### config.mk
export PLATFORM = sky130hd
export DESIGN_NAME = rocc_cmd_resp_queue_flat
export DESIGN_NICKNAME = d
export VERILOG_FILES = /design/src/rtl/rocc_cmd_resp_queue_pkg.sv /design/src/rtl/rocc_cmd_resp_queue_if.sv /design/src/rtl/rocc_cmd_fifo.sv /design/src/rtl/rocc_cmd_resp_queue.sv /design/src/flat_wrapper.sv
export SDC_FILE = /design/constraint.sdc
export NUM_CORES = 1
export LEC_CHECK = 0
export CAP_MARGIN = 30
export CORE_MARGIN = 1
export CORE_UTILIZATION = 50
export DETAILED_ROUTE_END_ITERATION = 8
export GPL_ROUTABILITY_DRIVEN = 0
export GPL_TIMING_DRIVEN = 0
export PLACE_DENSITY = 0.75
export SLEW_MARGIN = 0
export SYNTH_ARGS = -nofsm -noshare
export SYNTH_HDL_FRONTEND = slang
export SYNTH_SLANG_ARGS = --single-unit
### constraint.sdc
create_clock -name clock -period 12.5 [get_ports clock]
set_clock_uncertainty 0.05 [all_clocks]
set_input_delay 2.5 -clock clock [delete_from_list [all_inputs] [get_ports clock]]
set_output_delay 2.5 -clock clock [all_outputs]
set_load 0.03 [all_outputs]
### src/rtl/rocc_cmd_resp_queue_pkg.sv
// Shared types for the RoCC command/response queue: instruction, command and response records.
// The struct data width is fixed here; the top's XLEN parameter must match RoccXlen.
package rocc_queue_pkg;

    localparam int unsigned RoccXlen = 64;
    localparam int unsigned InstW    = 32;
    localparam int unsigned RegW     = 5;

    // Field order matches the RoCC instruction word, MSB first.
    typedef struct packed {
        logic [6:0]      funct;
        logic [RegW-1:0] rs2;
        logic [RegW-1:0] rs1;
        logic            xd;
        logic            xs1;
        logic            xs2;
        logic [RegW-1:0] rd;
        logic [6:0]      opcode;
    } rocc_inst_t;

    typedef struct packed {
        rocc_inst_t          inst;
        logic [RoccXlen-1:0] rs1;
        logic [RoccXlen-1:0] rs2;
    } rocc_cmd_t;

    typedef struct packed {
        logic [RegW-1:0]     rd;
        logic [RoccXlen-1:0] data;
    } rocc_resp_t;

endpackage

### src/rtl/rocc_cmd_resp_queue_if.sv
// RoCC command + response channel pair. The master issues commands and accepts responses;
// the slave accepts commands and returns responses.
interface rocc_cmd_resp_queue_if
    import rocc_queue_pkg::*;
#(
    parameter int unsigned XLEN = RoccXlen
);

    logic             cmd_valid;
    logic             cmd_ready;
    logic [InstW-1:0] cmd_inst;
    logic [XLEN-1:0]  cmd_rs1;
    logic [XLEN-1:0]  cmd_rs2;

    logic             resp_valid;
    logic             resp_ready;
    logic [RegW-1:0]  resp_rd;
    logic [XLEN-1:0]  resp_data;

    modport master (
        output cmd_valid, cmd_inst, cmd_rs1, cmd_rs2, resp_ready,
        input  cmd_ready, resp_valid, resp_rd, resp_data
    );

    modport slave (
        input  cmd_valid, cmd_inst, cmd_rs1, cmd_rs2, resp_ready,
        output cmd_ready, resp_valid, resp_rd, resp_data
    );

endinterface

### src/rtl/rocc_cmd_fifo.sv
// Synchronous FIFO of RoCC commands with occupancy count; head is read combinationally.
// Pushes while full and pops while empty are ignored.
module rocc_cmd_fifo
    import rocc_queue_pkg::*;
#(
    parameter int unsigned DEPTH = 4,
    localparam int unsigned PtrW = $clog2(DEPTH)
) (
    input  logic        clock,
    input  logic        reset,
    input  logic        push,
    input  rocc_cmd_t   wdata,
    input  logic        pop,
    output rocc_cmd_t   rdata,
    output logic [PtrW:0] count,
    output logic        full,
    output logic        empty
);

    rocc_cmd_t         mem_q [DEPTH];
    logic [PtrW-1:0]   wptr_q;
    logic [PtrW-1:0]   rptr_q;
    logic [PtrW:0]     count_q;
    logic              do_push;
    logic              do_pop;

    assign full    = (count_q == (PtrW+1)'(DEPTH));
    assign empty   = (count_q == '0);
    assign count   = count_q;
    assign do_push = push && !full;
    assign do_pop  = pop && !empty;
    assign rdata   = mem_q[rptr_q];

    // Storage is cleared too so the head data outputs read as zero out of reset.
    always_ff @(posedge clock) begin
        if (reset) begin
            wptr_q  <= '0;
            rptr_q  <= '0;
            count_q <= '0;
            for (int i = 0; i < DEPTH; i++) begin
                mem_q[i] <= '0;
            end
        end else begin
            if (do_push) begin
                mem_q[wptr_q] <= wdata;
                wptr_q        <= wptr_q + PtrW'(1);
            end
            if (do_pop) begin
                rptr_q <= rptr_q + PtrW'(1);
            end
            case ({do_push, do_pop})
                2'b10:   count_q <= count_q + (PtrW+1)'(1);
                2'b01:   count_q <= count_q - (PtrW+1)'(1);
                default: count_q <= count_q;
            endcase
        end
    end

endmodule

### src/rtl/rocc_cmd_resp_queue.sv
// Decoupling queue between a core RoCC port and an accelerator: command FIFO, outstanding
// xd=1 counter and a response pipe register. Optional macro ROCC_CMD_BYPASS_EN adds an
// empty-FIFO zero-latency command bypass.
module rocc_cmd_resp_queue
    import rocc_queue_pkg::*;
#(
    parameter int unsigned XLEN            = RoccXlen,
    parameter int unsigned CMD_DEPTH       = 4,
    parameter int unsigned MAX_OUTSTANDING = 4
) (
    input  logic                  clock,
    input  logic                  reset,
    rocc_cmd_resp_queue_if.slave  core,
    rocc_cmd_resp_queue_if.master acc,
    output logic                  busy,
    output logic                  resp_unexpected
);

    localparam int unsigned PtrW = $clog2(CMD_DEPTH);
    localparam int unsigned OutW = $clog2(MAX_OUTSTANDING) + 1;

    rocc_inst_t      core_inst;
    rocc_cmd_t       cmd_in;
    rocc_cmd_t       fifo_head;
    logic [PtrW:0]   fifo_count;
    logic            fifo_full;
    logic            fifo_empty;
    logic            fifo_push;
    logic            cmd_ready;
    logic            core_fire;

    logic [OutW-1:0] outstanding_q;
    logic            unexpected_q;
    logic            out_inc;
    logic            out_dec;

    logic            resp_valid_q;
    rocc_resp_t      resp_q;
    logic            acc_resp_ready;
    logic            resp_load;

    // ---------------- command path ----------------
    assign core_inst  = rocc_inst_t'(core.cmd_inst);
    assign cmd_ready  = !fifo_full && (outstanding_q < OutW'(MAX_OUTSTANDING));
    assign core_fire  = core.cmd_valid && cmd_ready;
    assign core.cmd_ready = cmd_ready;

    always_comb begin
        cmd_in      = '0;
        cmd_in.inst = core_inst;
        cmd_in.rs1  = core.cmd_rs1;
        cmd_in.rs2  = core.cmd_rs2;
    end

`ifdef ROCC_CMD_BYPASS_EN
    logic bypass_fire;

    // A command that leaves through the bypass in its arrival cycle never occupies the FIFO.
    assign bypass_fire = fifo_empty && core_fire && acc.cmd_ready;
    assign fifo_push   = core_fire && !bypass_fire;

    always_comb begin
        acc.cmd_valid = 1'b0;
        acc.cmd_inst  = '0;
        acc.cmd_rs1   = '0;
        acc.cmd_rs2   = '0;
        if (fifo_empty) begin
            acc.cmd_valid = core_fire;
            acc.cmd_inst  = cmd_in.inst;
            acc.cmd_rs1   = cmd_in.rs1;
            acc.cmd_rs2   = cmd_in.rs2;
        end else begin
            acc.cmd_valid = 1'b1;
            acc.cmd_inst  = fifo_head.inst;
            acc.cmd_rs1   = fifo_head.rs1;
            acc.cmd_rs2   = fifo_head.rs2;
        end
    end
`else
    assign fifo_push = core_fire;

    always_comb begin
        acc.cmd_valid = !fifo_empty;
        acc.cmd_inst  = fifo_head.inst;
        acc.cmd_rs1   = fifo_head.rs1;
        acc.cmd_rs2   = fifo_head.rs2;
    end
`endif

    rocc_cmd_fifo #(
        .DEPTH (CMD_DEPTH)
    ) u_cmd_fifo (
        .clock (clock),
        .reset (reset),
        .push  (fifo_push),
        .wdata (cmd_in),
        .pop   (acc.cmd_ready),
        .rdata (fifo_head),
        .count (fifo_count),
        .full  (fifo_full),
        .empty (fifo_empty)
    );

    // ---------------- outstanding counter ----------------
    assign out_inc = core_fire && core_inst.xd;
    assign out_dec = resp_valid_q && core.resp_ready;

    always_ff @(posedge clock) begin
        if (reset) begin
            outstanding_q <= '0;
            unexpected_q  <= 1'b0;
        end else begin
            unexpected_q <= 1'b0;
            case ({out_inc, out_dec})
                2'b10: outstanding_q <= outstanding_q + OutW'(1);
                2'b01: begin
                    // A response nobody asked for: hold at zero and flag it.
                    if (outstanding_q == '0) begin
                        unexpected_q <= 1'b1;
                    end else begin
                        outstanding_q <= outstanding_q - OutW'(1);
                    end
                end
                default: outstanding_q <= outstanding_q;
            endcase
        end
    end

    assign resp_unexpected = unexpected_q;

    // ---------------- response pipe register ----------------
    assign acc_resp_ready = !resp_valid_q || core.resp_ready;
    assign resp_load      = acc.resp_valid && acc_resp_ready;
    assign acc.resp_ready = acc_resp_ready;

    always_ff @(posedge clock) begin
        if (reset) begin
            resp_valid_q <= 1'b0;
            resp_q       <= '0;
        end else if (resp_load) begin
            resp_valid_q <= 1'b1;
            resp_q.rd    <= acc.resp_rd;
            resp_q.data  <= acc.resp_data;
        end else if (core.resp_ready) begin
            resp_valid_q <= 1'b0;
        end
    end

    assign core.resp_valid = resp_valid_q;
    assign core.resp_rd    = resp_q.rd;
    assign core.resp_data  = resp_q.data;

    assign busy = (fifo_count != '0) || (outstanding_q != '0) || resp_valid_q;

endmodule

### src/flat_wrapper.sv
// flat-port wrapper written by rule: the top's interface ports become plain ports
module rocc_cmd_resp_queue_flat import rocc_queue_pkg::*;
#(
    parameter int unsigned XLEN            = RoccXlen,
    parameter int unsigned CMD_DEPTH       = 4,
    parameter int unsigned MAX_OUTSTANDING = 4
)
  (clock, reset, busy, resp_unexpected, core_cmd_valid, core_cmd_inst, core_cmd_rs1, core_cmd_rs2, core_resp_ready, core_cmd_ready, core_resp_valid, core_resp_rd, core_resp_data, acc_cmd_valid, acc_cmd_inst, acc_cmd_rs1, acc_cmd_rs2, acc_resp_ready, acc_cmd_ready, acc_resp_valid, acc_resp_rd, acc_resp_data);
  rocc_cmd_resp_queue_if #(.XLEN(XLEN)) core_i ();
  rocc_cmd_resp_queue_if #(.XLEN(XLEN)) acc_i ();
  input  logic clock;
  input  logic reset;
  output logic busy;
  output logic resp_unexpected;
  input wire logic [$bits(core_i.cmd_valid)-1:0] core_cmd_valid;
  input wire logic [$bits(core_i.cmd_inst)-1:0] core_cmd_inst;
  input wire logic [$bits(core_i.cmd_rs1)-1:0] core_cmd_rs1;
  input wire logic [$bits(core_i.cmd_rs2)-1:0] core_cmd_rs2;
  input wire logic [$bits(core_i.resp_ready)-1:0] core_resp_ready;
  output wire logic [$bits(core_i.cmd_ready)-1:0] core_cmd_ready;
  output wire logic [$bits(core_i.resp_valid)-1:0] core_resp_valid;
  output wire logic [$bits(core_i.resp_rd)-1:0] core_resp_rd;
  output wire logic [$bits(core_i.resp_data)-1:0] core_resp_data;
  output wire logic [$bits(acc_i.cmd_valid)-1:0] acc_cmd_valid;
  output wire logic [$bits(acc_i.cmd_inst)-1:0] acc_cmd_inst;
  output wire logic [$bits(acc_i.cmd_rs1)-1:0] acc_cmd_rs1;
  output wire logic [$bits(acc_i.cmd_rs2)-1:0] acc_cmd_rs2;
  output wire logic [$bits(acc_i.resp_ready)-1:0] acc_resp_ready;
  input wire logic [$bits(acc_i.cmd_ready)-1:0] acc_cmd_ready;
  input wire logic [$bits(acc_i.resp_valid)-1:0] acc_resp_valid;
  input wire logic [$bits(acc_i.resp_rd)-1:0] acc_resp_rd;
  input wire logic [$bits(acc_i.resp_data)-1:0] acc_resp_data;
  assign core_i.cmd_valid = core_cmd_valid;
  assign core_i.cmd_inst = core_cmd_inst;
  assign core_i.cmd_rs1 = core_cmd_rs1;
  assign core_i.cmd_rs2 = core_cmd_rs2;
  assign core_i.resp_ready = core_resp_ready;
  assign core_cmd_ready = core_i.cmd_ready;
  assign core_resp_valid = core_i.resp_valid;
  assign core_resp_rd = core_i.resp_rd;
  assign core_resp_data = core_i.resp_data;
  assign acc_cmd_valid = acc_i.cmd_valid;
  assign acc_cmd_inst = acc_i.cmd_inst;
  assign acc_cmd_rs1 = acc_i.cmd_rs1;
  assign acc_cmd_rs2 = acc_i.cmd_rs2;
  assign acc_resp_ready = acc_i.resp_ready;
  assign acc_i.cmd_ready = acc_cmd_ready;
  assign acc_i.resp_valid = acc_resp_valid;
  assign acc_i.resp_rd = acc_resp_rd;
  assign acc_i.resp_data = acc_resp_data;
  rocc_cmd_resp_queue #(.XLEN(XLEN), .CMD_DEPTH(CMD_DEPTH), .MAX_OUTSTANDING(MAX_OUTSTANDING)) u_core (.clock(clock), .reset(reset), .core(core_i), .acc(acc_i), .busy(busy), .resp_unexpected(resp_unexpected));
endmodule
==> flow_metrics.tcl <==
set metrics [dict create \
    status "complete, no violations" \
    synth-edff-count 640 \
    vias 18141 \
    antenna_found_initial 18 \
    synth.top_cell.area_share 0.6282 \
    synthTopCellsByCount "640 x and2_1, 640 x edfxtp_1, 160 x mux4_2" \
    drtIter0Drc 1214 \
    min_path_type "reg2reg" \
    firstDrtPassIters 5 \
    rows 90 \
    netlist_area_sq_um 30590 \
    die_area_sq_um 62180 \
    min_path_cells 2 \
    ant_nets 0 \
    cp_max_fo 5 \
    wire_per_inst_um 22.85 \
    synthArstFlopShare 0 \
    port_buffers 468 \
    initial_utilization 0.5069 \
    die_x_um 249.4 \
    worstSetupStartpointType "input pin" \
    slew_violations 0 \
    dp_hpwl_um 50940 \
    synth_nets 2169 \
    ctsHtreeMaxLevel 3 \
    fmax_mhz 153.0 \
    synth_top_family_by_area "simple AND/OR/NAND/NOR gates" \
    arrival_ns 3.98 \
    slew_headroom 0.4125 \
    dp_slack_ns 5.952 \
    ios 470 \
    hold_viol_final 0 \
    yosysSeqAreaShare 0.6825 \
    clk-insertion-delay-late_ns 0.60 \
    maxCapViolCount 0 \
    layout_min_cycle_time_ns 6.535 \
    syn-instance-count 1931 \
    synthSimpleGateAreaFrac 0.1565 \
    irDropWorstVdd_v 0.0001255 \
    crit_path_end_kind "output port" \
    crit_required_ns 9.95 \
    grt.overflow.total 0 \
    worst_pin_slew_ns 0.8789 \
    cts_tree "done" \
    rsz0062_at_grt "no" \
    drive_gt1_frac 0.1442 \
    grt_max_degree 50 \
    synthTopCellsByArea "edfxtp_1 63%, and2_1 13%, mux4_2 12%, dfxtp_1 5.4%, nand2_1 1.7%" \
    cts_sinks 723 \
    worst_r2r_path_depth 7 \
    instances_no_fill 3346 \
    synth_xor_area_frac 0.002290 \
    cts_setup_buffers 0 \
    fin_nets 2735 \
    cts.clk_slew.worst_paths_ns 0.06 \
    crit_type "in2out" \
    synth_mux_area_frac 0.1192 \
    yosys.area_share.adder 0.001472 \
    clock-root-buffer "clkbuf_16" \
    area_delta_synth_final_pct 27.83 \
    p_per_area_nw_per_um2 184.4 \
    yosys.area.top_type "edfxtp_1" \
    setup_viol 0 \
    postCtsResizedCells 0 \
    p_leak_nw 14.17 \
    synth_compound_area_frac 0.01399 \
    clockBufferDepth 3 \
    post-route-drc-count 0 \
    synth_ff_type "edfxtp_1" \
    yosysWarnings 0 \
    drt_wl_total_um 76470 \
    postLayoutSetupSlackWorst_ns 5.965 \
    dp.cells 3201 \
    post-route-period-util 0.5228 \
    avgSynthCellArea_sq_um 15.84 \
    cts_buffers 76 \
    vias_per_cell 5.422 \
    grt_pass1_wl_um 114100 \
    ys_types 42 \
    ys_ff_latch 723 \
    tns_ns 0 \
    die_h_um 249.4 \
    globalRouteTotalUtil 0.2470 \
    core_area_sq_um 60360 \
    hold_buffers 0 \
    grt_pass1_vias 19034 \
]
==> cell families (layout without fill, tap and decap cells) <==
kind of cell | after synthesis | count (layout)
XOR/XNOR | 8 | 8
AND/OR/NAND/NOR | 818 | 818
buffers and inverters | 134 | 762
other | 0 | 5
multiplexers | 164 | 164
flip-flops | 723 | 723
AO/OA/AOI/OAI | 81 | 81
adder cells (fa/ha/maj) | 3 | 3
==> metrics by stage <==
| step | utilization | power [mW] | hold slack, ns | instance area [sq um] |
|---|---|---|---|---|
| after floorplan | - | 4.299 | 0.4116 | 30590 |
| after global placement | 0.6007 | 5.143 | 0.3925 | 36260 |
| after detailed placement | 0.6088 | 5.142 | 0.3976 | 36750 |
| after CTS | 0.6477 | 7.278 | 0.4038 | 39100 |
| after global routing | 0.6478 | 7.462 | 0.4183 | 39100 |
| final | 0.6479 | 7.213 | 0.4023 | 39110 |
==> per-layer routing <==
| layer | vias to the layer above | share of wire | GRT usage |
|---|---|---|---|
| li1 | 8171 | - | - |
| met1 | 9131 | 0.38 | 0.3007 |
| met2 | 659 | 0.50 | 0.4100 |
| met3 | 154 | 0.089 | 0.07732 |
| met4 | 26 | 0.036 | 0.09947 |
| met5 | - | 0.0022 | 0 |
==> power by group <==
part | switching, mW | internal (mW) | total (mW) | leakage (nW)
sequential | 0.0704 | 2.92 | 2.99 | 7.35
clock | 0.916 | 1.22 | 2.14 | 1.15
combinational | 1.17 | 0.918 | 2.08 | 5.68
==> area by class of cell <==
type	instances	area, sq um
Antenna cell	5	12.51
Tap cell	782	978.4
Clock buffer	96	2049
Timing Repair Buffer	488	5140
Sequential cell	723	20880
Buffer	129	715.7
Multi-Input combinational cell	1074	9011
Inverter	5	20.02
Clock inverter	44	300.3
Fill cell	4254	21250
==> cells in the final DEF (no fill, tap or decap), drive strengths merged, types with 3 or more instances in the layout <==
cell type	n
and2	641
edfxtp	640
clkdlybuf4s50	468
clkbuf	164
mux4	160
nand2	142
dfxtp	83
buf	81
a21oi	72
clkinv	36
nor2	13
inv	8
diode	5
xor2	5
nand3	5
or3	4
xnor2	3
bufinv	3
nor2b	3
nor3	3
==> critical path: stages <==
cell and delay [ns]:
clkdlybuf4s50_1 0.55, nand2b_1 0.19, clkdlybuf4s50_1 0.73
==> state kept, by name (all words and copies together) (netlist names), named ones only <==
signal / flops
u_core.resp_unexpected: 1
u_core.u_cmd_fifo.mem_q: 640
u_core.u_cmd_fifo.wptr_q: 2
u_core.core.resp_data: 64
u_core.core.resp_rd: 5
u_core.core.resp_valid: 1
u_core.outstanding_q: 3
u_core.u_cmd_fifo.count: 3
u_core.u_cmd_fifo.rptr_q: 2
==> path summary, 6_finish.rpt <==
path	slack [ns]	endpoint	from
min reg2reg	0.40	u_core.core.resp_rd[4]	u_core.core.resp_rd[4]
min	0.40	u_core.core.resp_rd[4]	u_core.core.resp_rd[4]
max	5.97	acc_resp_ready	core_resp_ready
max reg2reg	8.82	u_core.u_cmd_fifo.mem_q[0][64]	u_core.outstanding_q[2]
Power figures use the tool's default switching activity.
